### src/rtl/mdu_pkg.sv
// Shared types and helpers for the iterative RV32M multiply/divide unit.
// Operation encoding follows the RV32M funct3 field.
package mdu_pkg;

    typedef enum logic [2:0] {
        OP_MUL    = 3'b000,
        OP_MULH   = 3'b001,
        OP_MULHSU = 3'b010,
        OP_MULHU  = 3'b011,
        OP_DIV    = 3'b100,
        OP_DIVU   = 3'b101,
        OP_REM    = 3'b110,
        OP_REMU   = 3'b111
    } mdu_op_e;

    typedef enum logic [1:0] {
        IDLE = 2'd0,
        CALC = 2'd1,
        FIX  = 2'd2,
        DONE = 2'd3
    } mdu_state_e;

    // Multiply family: funct3 MSB clear.
    function automatic logic is_mul(input mdu_op_e op);
        return (op == OP_MUL) || (op == OP_MULH) || (op == OP_MULHSU) || (op == OP_MULHU);
    endfunction

    // Divide family: funct3 MSB set.
    function automatic logic is_div(input mdu_op_e op);
        return (op == OP_DIV) || (op == OP_DIVU) || (op == OP_REM) || (op == OP_REMU);
    endfunction

    // Remainder-returning divide ops.
    function automatic logic is_rem(input mdu_op_e op);
        return (op == OP_REM) || (op == OP_REMU);
    endfunction

    // rs1 interpreted as two's complement.
    function automatic logic is_signed_a(input mdu_op_e op);
        return (op == OP_MUL) || (op == OP_MULH) || (op == OP_MULHSU) ||
               (op == OP_DIV) || (op == OP_REM);
    endfunction

    // rs2 interpreted as two's complement.
    function automatic logic is_signed_b(input mdu_op_e op);
        return (op == OP_MUL) || (op == OP_MULH) || (op == OP_DIV) || (op == OP_REM);
    endfunction

endpackage

### src/rtl/mdu_iter_core.sv
// Shared shift/add-subtract datapath: radix-2 shift-add multiply and
// restoring divide on unsigned magnitudes, one bit per cycle.
// Accumulator layout: {hi, lo}. Multiply: lo starts as multiplier, final
// acc is the 2*XLEN product. Divide: lo starts as dividend, final hi is
// the remainder and lo the quotient.
module mdu_iter_core #(
    parameter int XLEN = 32
) (
    input  logic              clk,
    input  logic              rst,
    input  logic              clear,
    input  logic              start,
    input  logic              mode_div,
    input  logic [XLEN-1:0]   a,
    input  logic [XLEN-1:0]   b,
    output logic [2*XLEN-1:0] acc,
    output logic              done
);

    localparam int CNT_W = $clog2(XLEN);

    logic [CNT_W-1:0]  cnt;
    logic              active;
    logic              mode_q;
    logic [XLEN-1:0]   opnd;
    logic [2*XLEN-1:0] acc_step;
    logic [XLEN:0]     mul_sum;
    logic [XLEN:0]     div_shift;
    logic [XLEN:0]     div_diff;
    logic              div_ge;

    // Final iteration happens on the edge where this is high.
    assign done = active && (cnt == '0);

    // One iteration of either algorithm from the current accumulator.
    always_comb begin
        mul_sum   = {1'b0, acc[2*XLEN-1:XLEN]} + (acc[0] ? {1'b0, opnd} : '0);
        div_shift = acc[2*XLEN-1:XLEN-1];
        div_ge    = div_shift >= {1'b0, opnd};
        div_diff  = div_shift - {1'b0, opnd};
        acc_step  = {mul_sum, acc[XLEN-1:1]};
        if (mode_q) begin
            if (div_ge) begin
                acc_step = {div_diff[XLEN-1:0], acc[XLEN-2:0], 1'b1};
            end else begin
                acc_step = {div_shift[XLEN-1:0], acc[XLEN-2:0], 1'b0};
            end
        end
    end

    // Operand load on start, then XLEN iterations counting down to zero.
    always_ff @(posedge clk) begin
        if (rst) begin
            active <= 1'b0;
            cnt    <= '0;
            mode_q <= 1'b0;
            opnd   <= '0;
            acc    <= '0;
        end else if (clear) begin
            active <= 1'b0;
            cnt    <= '0;
        end else if (start) begin
            active <= 1'b1;
            cnt    <= CNT_W'(XLEN - 1);
            mode_q <= mode_div;
            opnd   <= b;
            acc    <= {{XLEN{1'b0}}, a};
        end else if (active) begin
            acc <= acc_step;
            cnt <= cnt - 1'b1;
            if (cnt == '0) begin
                active <= 1'b0;
            end
        end
    end

endmodule

### src/rtl/mdu_iter.sv
// Iterative RV32M multiply/divide unit: FSM, handshake, sign handling and
// early-out special cases around the shared mdu_iter_core datapath.
// Optional macro MDU_FAST_MUL_EN: multiplies use a combinational multiplier
// sampled at accept and complete one cycle later; divides stay iterative.
//
// Handshake: a request transfers on a rising edge where req_valid and
// req_ready are both high; a response transfers on a rising edge where
// resp_valid and resp_ready are both high. req_valid/resp_valid never depend
// combinationally on the matching ready, and once raised resp_valid holds
// with stable result/tag until it transfers (or the op is flushed/reset).
module mdu_iter
    import mdu_pkg::*;
#(
    parameter int XLEN  = 32,
    parameter int TAG_W = 5
) (
    input  logic             clk,
    input  logic             rst,
    input  logic             flush,
    input  logic             req_valid,
    output logic             req_ready,
    input  logic [2:0]       req_op,
    input  logic [XLEN-1:0]  req_a,
    input  logic [XLEN-1:0]  req_b,
    input  logic [TAG_W-1:0] req_tag,
    output logic             resp_valid,
    input  logic             resp_ready,
    output logic [XLEN-1:0]  resp_result,
    output logic [TAG_W-1:0] resp_tag,
    output logic             busy,
    output mdu_state_e       state_dbg
);

    mdu_state_e        state, state_next;
    mdu_op_e           op_in, op_q;
    logic              accept;
    logic              sa_in, sb_in, neg_in, neg_q;
    logic [XLEN-1:0]   a_abs, b_abs;
    logic              b_zero, div_ovf, special;
    logic [XLEN-1:0]   special_result;
    logic              fast_hit;
    logic [XLEN-1:0]   fast_result;
    logic              core_start, core_done;
    logic [2*XLEN-1:0] core_acc;
    logic [2*XLEN-1:0] prod;
    logic [XLEN-1:0]   quot, rem;
    logic [XLEN-1:0]   fix_result;
    logic              resp_valid_q;
    logic [XLEN-1:0]   result_q;
    logic [TAG_W-1:0]  tag_q;

    assign op_in     = mdu_op_e'(req_op);
    assign req_ready = (state == IDLE) && !flush;
    assign accept    = req_valid && req_ready;
    assign busy      = (state != IDLE);
    assign state_dbg = state;

    assign resp_valid  = resp_valid_q;
    assign resp_result = result_q;
    assign resp_tag    = tag_q;

    // Request decode: sign flags, magnitudes and early-out detection.
    always_comb begin
        sa_in   = is_signed_a(op_in) && req_a[XLEN-1];
        sb_in   = is_signed_b(op_in) && req_b[XLEN-1];
        a_abs   = sa_in ? -req_a : req_a;
        b_abs   = sb_in ? -req_b : req_b;
        // Remainder follows the dividend; everything else follows sign xor.
        neg_in  = (is_div(op_in) && is_rem(op_in)) ? sa_in : (sa_in ^ sb_in);
        b_zero  = (req_b == '0);
        div_ovf = ((op_in == OP_DIV) || (op_in == OP_REM)) &&
                  (req_a == {1'b1, {(XLEN-1){1'b0}}}) && (req_b == '1);
        special = is_div(op_in) && (b_zero || div_ovf);
        if (b_zero) begin
            special_result = is_rem(op_in) ? req_a : '1;
        end else begin
            special_result = is_rem(op_in) ? '0 : req_a;
        end
    end

`ifdef MDU_FAST_MUL_EN
    logic [2*XLEN-1:0] fast_mag, fast_prod;
    assign fast_mag    = {{XLEN{1'b0}}, a_abs} * {{XLEN{1'b0}}, b_abs};
    assign fast_prod   = neg_in ? -fast_mag : fast_mag;
    assign fast_hit    = is_mul(op_in);
    assign fast_result = (op_in == OP_MUL) ? fast_prod[XLEN-1:0] : fast_prod[2*XLEN-1:XLEN];
`else
    assign fast_hit    = 1'b0;
    assign fast_result = '0;
`endif

    mdu_iter_core #(
        .XLEN(XLEN)
    ) u_core (
        .clk      (clk),
        .rst      (rst),
        .clear    (flush),
        .start    (core_start),
        .mode_div (is_div(op_in)),
        .a        (a_abs),
        .b        (b_abs),
        .acc      (core_acc),
        .done     (core_done)
    );

    // Sign correction and high/low selection from the finished accumulator.
    always_comb begin
        prod = neg_q ? -core_acc : core_acc;
        quot = core_acc[XLEN-1:0];
        rem  = core_acc[2*XLEN-1:XLEN];
        unique case (op_q)
            OP_MUL:                        fix_result = prod[XLEN-1:0];
            OP_MULH, OP_MULHSU, OP_MULHU:  fix_result = prod[2*XLEN-1:XLEN];
            OP_DIV, OP_DIVU:               fix_result = neg_q ? -quot : quot;
            OP_REM, OP_REMU:               fix_result = neg_q ? -rem : rem;
            default:                       fix_result = '0;
        endcase
    end

    // Next-state logic; flush overrides everything and returns to IDLE.
    always_comb begin
        state_next = state;
        core_start = 1'b0;
        unique case (state)
            IDLE: begin
                if (accept) begin
                    if (special || fast_hit) begin
                        state_next = DONE;
                    end else begin
                        state_next = CALC;
                        core_start = 1'b1;
                    end
                end
            end
            CALC: if (core_done) state_next = FIX;
            FIX:  state_next = DONE;
            DONE: if (resp_ready) state_next = IDLE;
            default: state_next = IDLE;
        endcase
        if (flush) begin
            state_next = IDLE;
            core_start = 1'b0;
        end
    end

    // State, captured request context and registered response outputs.
    always_ff @(posedge clk) begin
        if (rst) begin
            state        <= IDLE;
            resp_valid_q <= 1'b0;
            result_q     <= '0;
            tag_q        <= '0;
            op_q         <= OP_MUL;
            neg_q        <= 1'b0;
        end else begin
            state        <= state_next;
            resp_valid_q <= (state_next == DONE);
            if (accept) begin
                op_q  <= op_in;
                tag_q <= req_tag;
                neg_q <= neg_in;
                if (special) begin
                    result_q <= special_result;
                end else if (fast_hit) begin
                    result_q <= fast_result;
                end
            end
            if ((state == FIX) && !flush) begin
                result_q <= fix_result;
            end
        end
    end

endmodule

### config.mk
export PLATFORM = sky130hd
export DESIGN_NAME = mdu_iter
export DESIGN_NICKNAME = d
export VERILOG_FILES = /design/src/rtl/mdu_pkg.sv /design/src/rtl/mdu_iter_core.sv /design/src/rtl/mdu_iter.sv
export SDC_FILE = /design/constraint.sdc
export NUM_CORES = 1
export LEC_CHECK = 0
export BUFFER_PORTS_ARGS = -buffer_cell sky130_fd_sc_hd__buf_2
export CAP_MARGIN = 20
export CORE_MARGIN = 10
export CORE_UTILIZATION = 35
export CTS_CLUSTER_DIAMETER = 80
export DETAILED_ROUTE_END_ITERATION = 12
export PLACE_DENSITY = 0.52
export SETUP_SLACK_MARGIN = 0.02
export SLEW_MARGIN = 20
export SYNTH_ARGS = -nofsm -noshare
export SYNTH_HDL_FRONTEND = slang
export SYNTH_HIERARCHICAL = 1
export SYNTH_SLANG_ARGS = --single-unit
### constraint.sdc
create_clock -name clk -period 9.9 [get_ports clk]
set_input_delay 0.495 -clock clk [delete_from_list [all_inputs] [get_ports clk]]
set_output_delay 0.495 -clock clk [all_outputs]
set_load 0.005 [all_outputs]
# Word-level counts from Yosys, hierarchy flattened
# Index checks and enable logic that the tools add are counted.
[op_classes] n_addsub=8 magnitude_cmp=1 n_eq_ne=19 muxes=33 bitwise=2 reduce_logical=39
[ops] cell="$mux 32" count=11
[ops] cell="$mux 64" count=5
[ops] cell="$neg 32->32" count=4
[ops] cell="$pmux 32 s4" count=1
[ops] cell="$eq 32x32->1 const B" count=2
[ops] cell="$neg 64->64" count=1
[ops] cell="$add 32x32->33" count=1
[ops] cell="$ge 33x32->1" count=1
[ops] cell="$logic_not 32->1" count=1
[ops] cell="$sub 32x32->32" count=1
[ops] cell="$eq 3x3->1 const B" count=8
[ops] cell="$logic_or 1x1->1" count=12
[ops] cell="$logic_and 1x1->1" count=10
[ops] cell="$mux 2" count=5
[ops] cell="$mux 5" count=2
[ops] cell="$eq 3x2->1 const B" count=3
[ops] cell="$mux 1" count=8
[ops] cell="$pmux 2 s4" count=1
[ops] cell="$reduce_bool 2->1" count=4
[ops] cell="$eq 2x2->1 const B" count=3
[ops] cell="$eq 3x1->1 const B" count=2
[ops] cell="$logic_not 3->1" count=2
[ops] cell="$reduce_and 2->1" count=3
[ops] cell="$reduce_or 2->1" count=3
[ops] cell="other kinds (8)" count=8
[word_totals] regBits=147 in_bits=77 elab_cells=113

# Longest topological paths before layout
[depth] ltp_word=12 ltp_mapped=14

# Hierarchy
# The synthesis kept the hierarchy.
[by_module_without_submodules] module="mdu_iter_core" instances=1 cells_each=1137 area_per_inst_um2=8311.7 seq_area_each_um2=2062.0
[by_module_without_submodules] module="mdu_iter" instances=1 cells_each=1013 area_per_inst_um2=6870.3 seq_area_each_um2=880.8

# Least setup slack after synthesis
# Ideal clock, no wire load.
[synth_path] path_type="input-to-reg" startpoint="input req_a[1]" endpoint="register u_core.acc[59]" setup_time_ns=0.079 arrival_time_ns=3.663 required_time_ns=9.821 slack_ns=6.158 cell_stages=13 n_path_buf=2 path_cell_list="inv_1 > ha_1 > nor4b_1 > nand4_1 > nor4_1 > a21o_4 > a21oi_1 > clkbuf_1 > or3_1 > nor2_1 > clkbuf_1 > nand3b_1 > o211ai_1"
[synth_between] elab_chain_cells=11 word_cells_on_any_way=12 cone_classes="1 x eq/ne; 5 x mux; 6 x reduce/logical"
[synth_lines] item="start: declaration" line_no="mdu_iter.sv:23" rtl="input logic [XLEN-1:0] req_a,"
[synth_lines] item="$eq 32x32->1 (*)" line_no="mdu_iter.sv:72" rtl="(req_a == {1'b1, {(XLEN-1){1'b0}}}) && (req_b == '1);"
[synth_lines] item="$logic_and 1x1->1 (*)" line_no="mdu_iter.sv:71" rtl="div_ovf = ((op_in == OP_DIV) || (op_in == OP_REM)) &&"
[synth_lines] item="$logic_and 1x1->1 (*)" line_no="mdu_iter.sv:72"
[synth_lines] item="$logic_or 1x1->1 (*)" line_no="mdu_iter.sv:73" rtl="special = is_div(op_in) && (b_zero || div_ovf);"
[synth_lines] item="$logic_and 1x1->1 (*)" line_no="mdu_iter.sv:73"
[synth_lines] item="$mux 1 (*)" line_no="mdu_iter.sv:127" rtl="if (special || fast_hit) begin"
[synth_lines] item="$mux 1 (*)" line_no="mdu_iter.sv:126" rtl="if (accept) begin"
[synth_lines] item="$mux 1 (*)" line_no="mdu_iter.sv:124" rtl="unique case (state)"
[synth_lines] item="$mux 1 (*)" line_no="mdu_iter.sv:140" rtl="if (flush) begin"
[synth_lines] item="via core_start" line_no="mdu_iter.sv:43" rtl="logic core_start, core_done;"
[synth_lines] item="$reduce_bool 2->1 (no source line)"
[synth_lines] item="$reduce_and 2->1 (no source line)"
[synth_lines] item="end signal: assignment" line_no="mdu_iter_core.sv:67" rtl="acc <= {{XLEN{1'b0}}, a};"
[synth_lines] item="end signal: assignment" line_no="mdu_iter_core.sv:69" rtl="acc <= acc_step;"
[synth_lines] item="end: declaration" line_no="mdu_iter_core.sv:16" rtl="output logic [2*XLEN-1:0] acc,"
# The timed path passes the listed nets; every way through them passes the cells marked *.
# A chain may end at the register's enable or synchronous reset.

# Worst setup path after layout
[layout_path] startpoint="input req_b[13]" endpoint="register u_core.acc[48]"
[layout_between] elab_chain_cells=10 word_cells_on_any_way=12 cone_classes="1 x eq/ne; 5 x mux; 6 x reduce/logical"
[layout_lines] item="start: declaration" line_no="mdu_iter.sv:24" rtl="input logic [XLEN-1:0] req_b,"
[layout_lines] item="$eq 32x32->1" line_no="mdu_iter.sv:72"
[layout_lines] item="$logic_and 1x1->1" line_no="mdu_iter.sv:72"
[layout_lines] item="$logic_or 1x1->1 (*)" line_no="mdu_iter.sv:73"
[layout_lines] item="$logic_and 1x1->1 (*)" line_no="mdu_iter.sv:73"
[layout_lines] item="$mux 1 (*)" line_no="mdu_iter.sv:127"
[layout_lines] item="$mux 1 (*)" line_no="mdu_iter.sv:126"
[layout_lines] item="$mux 1 (*)" line_no="mdu_iter.sv:124"
[layout_lines] item="$mux 1 (*)" line_no="mdu_iter.sv:140"
[layout_lines] item="via core_start" line_no="mdu_iter.sv:43"
[layout_lines] item="$reduce_bool 2->1 (no source line)"
[layout_lines] item="$reduce_and 2->1 (no source line)"
# Marks and branches as above.

==> flow_metrics.env <==
export IMPL_drtAntennaViolNets=0
export IMPL_postCtsHoldBufs=0
export IMPL_crit_type="input port to flip-flop"
export IMPL_tightest_slew_ns=1.17
export IMPL_holdPathEnd="resp_tag[1]"
export IMPL_cts_root_buf="clkbuf_16"
export IMPL_core_area_sq_um=43000
export IMPL_grt_use_met2_pct=39.3
export IMPL_post_cts_setup_buffer_count=0
export IMPL_relSlewSlack_pct=21.3
export IMPL_drc=0
export IMPL_crit_required_ns=10.23
export IMPL_layout_nets=2322
export IMPL_cts_sinks=147
export IMPL_finalSetupTns_ns=0
export IMPL_period_share_pct=49.5
export IMPL_htree_levels=4
export IMPL_busiest_layer="met2"
export IMPL_grt_pass1_vias=15700
export IMPL_grt_pass1_wl_um=96500
export IMPL_multi_input_area_sq_um=11400
export IMPL_synth_top_area_share_pct=19.4
export IMPL_routed_via_density=6.07
export IMPL_overflow=0
export IMPL_rows=76
export IMPL_cp_cell_sequence="buf_2, or4_4, or4_4, nor4_2, a21o_4, a21oi_4, buf_4, o21bai_4, buf_4, nor3_1, nand2_1, a2111oi_0, a221o_1"
export IMPL_cts_made_buffers=17
export IMPL_postSynthAreaPerCell_sq_um=7.06
export IMPL_cts_tree="yes"
export IMPL_ys_seq_area_share_pct=19.4
export IMPL_synthCells=2150
export IMPL_worstSetupEndpointType="flip-flop"
export IMPL_grt_use_met1_pct=28.6
export IMPL_area_growth_pct=10.5
export IMPL_die_area_sq_um=52100
export IMPL_clockBufferDepth=2
export IMPL_timing_fmax_ghz=0.204
export IMPL_rr_worst_depth=10
export IMPL_max_cap_violations=0
export IMPL_clock_latency_ns=0.45
export IMPL_ios=119
export IMPL_worst_slack_ns=5.00
export IMPL_yosysMostFrequentCell="nor2_1"
export IMPL_ys_async_sr_fraction_pct=0
export IMPL_rr_endpoint="u_core/acc[48]"
export IMPL_hold_class="input port to flip-flop"
export IMPL_syn_num_nets=2300
export IMPL_dr_pass1_iters=7
export IMPL_rsz0062_at_grt="false"
export IMPL_rr_startpoint="state_dbg[0]"
export IMPL_skew_ns=0.0129
export IMPL_ys_top_cells_by_area="dfxtp_1 (19%), a21oi_1 (7.1%), ha_1 (5.9%)"
export IMPL_dr_total_vias=16800
export IMPL_critPathMaxStageDelay_ns=0.74
export IMPL_io_buffers=118
export IMPL_grt_antenna_before_repair=2
export IMPL_slowest_stage="nor4_2"
export IMPL_holdPathStages=3
export IMPL_drive_above_1_share_pct=10.5
export IMPL_fin_crit_ns=4.90
export IMPL_wl_um=64100
export IMPL_startpoint_type="input port"
export IMPL_grt_max_degree=76
export IMPL_track_usage_pct=23.4
export IMPL_die_y_um=228
export IMPL_start_util_pct=35.3
export IMPL_r2r_slack_ns=5.44
export IMPL_use_met3_pct=3.88
export IMPL_initialDrtViolationCount=1606
export IMPL_arrival_ns=5.23
export IMPL_setup_viol_count_final=0
export IMPL_cts_clk_slew_worst_paths_ns=0.06
export IMPL_peakVddDrop_mv=0.0734
export IMPL_netlist_area_sq_um=15200
export IMPL_yosys_warnings=6
export IMPL_synth_top_cells_by_count="nor2_1 (235), nand2_1 (226), a21oi_1 (216)"
export IMPL_drv_slew=0
export IMPL_gp_congestion=0.970
export IMPL_synth_flop_cell="dfxtp_1"
export IMPL_hpwl_um=48300
export IMPL_synth_edf_count=0
export IMPL_p_leak_nw=6.82
export IMPL_ys_types=93
export IMPL_synth_top_area_cell="dfxtp_1"
export IMPL_power_density_nw_per_um2=110
export IMPL_synth_seq_cells=147
export IMPL_hold_viol_final=0
export IMPL_status="complete, no violations"
export IMPL_hp_start="req_tag[1]"
export IMPL_nFillCells=4712
export IMPL_post_place_ws_ns=4.62
export IMPL_ff_latch_area_sq_um=2950
export IMPL_die_w_um=228
export IMPL_cts_resized=0
export IMPL_wire_per_inst_um=23.1
export IMPL_cp_max_fo=75
-- how the worst max path moves through the flow --
stage,from,to,slack [ns],cells past startpoint
final,req_b[13],u_core/acc[48],5.00,13
after global routing,req_b[13],u_core/acc[48],4.87,13
after CTS,req_b[13],u_core/acc[48],5.09,13
after detailed placement,req_b[13],u_core/acc[48],4.62,13
after global placement,req_b[13],u_core/acc[48],4.75,13
after floorplan,req_a[1],u_core/acc[59],6.16,13
-- placed cells by master (no fill, tap or decap), types with 39 or more instances in the layout --
cell type / count
xnor2_1: 80
inv_1: 70
nor4_1: 45
xor2_1: 64
buf_2: 117
nor2_1: 234
nand2_1: 226
nand4_1: 39
ha_1: 71
and2_1: 42
dfxtp_1: 145
nor3_1: 58
o21ai_0: 116
mux2i_1: 61
a21oi_1: 215
-- per-layer routing --
metal | vias up | routed length [um]
met5 | - | 13
met4 | 2 | 3030
met3 | 141 | 3800
met2 | 635 | 30300
met1 | 8067 | 26900
li1 | 7963 | -
-- cells by family after synthesis --
| group | Yosys count | synth area share [%] |
|---|---|---|
| compound gates | 668 | 28.7 |
| xor+xnor | 144 | 8.31 |
| fa+ha+maj | 80 | 6.58 |
| buf+inv | 216 | 5.83 |
| flops | 147 | 19.4 |
| mux | 65 | 4.32 |
| simple gates | 830 | 26.9 |
-- state kept, by name (all words and copies together) (netlist names) --
register,cells
u_core/acc,64
resp_result,32
u_core/opnd,32
resp_tag,5
u_core/cnt,5
op_q,3
state_dbg,2
neg_q,1
resp_valid,1
u_core/active,1
u_core/mode_q,1
-- layout make-up --
class	count	area share, %
antenna	1	0.0149
clock buffer	18	2.56
clock inverter	12	1.09
inverter	70	1.57
multi-input combinational	1787	67.9
sequential	147	17.6
tap	585	4.37
timing repair buffer	149	4.91
-- where the power goes --
part | internal (mW) | switching (mW) | total, mW
clock | 0.420 | 0.276 | 0.696
combinational | 0.183 | 0.346 | 0.529
sequential | 0.602 | 0.0237 | 0.626
total | 1.20 | 0.646 | 1.85
-- critical path: cells and delay by family --
family                 cells  cell delay [ns]
AND/OR/NAND/NOR            5             2.70
buffers and inverters      3             1.06
AO/OA/AOI/OAI              5             0.94
-- through the flow --
step	hold slack, ns	cell area (sq um)	total power [mW]	util [%]	instances
floorplan	0.445	15200	0.998	-	2150
global placement	0.440	16100	1.15	37.6	2737
detailed placement	0.449	16100	1.15	37.6	2737
CTS	0.260	16800	1.86	39.0	2767
global route	0.275	16800	1.93	39.0	2769
finish	0.281	16800	1.85	39.0	2769
No activity file was read; power rests on OpenSTA's default activity.
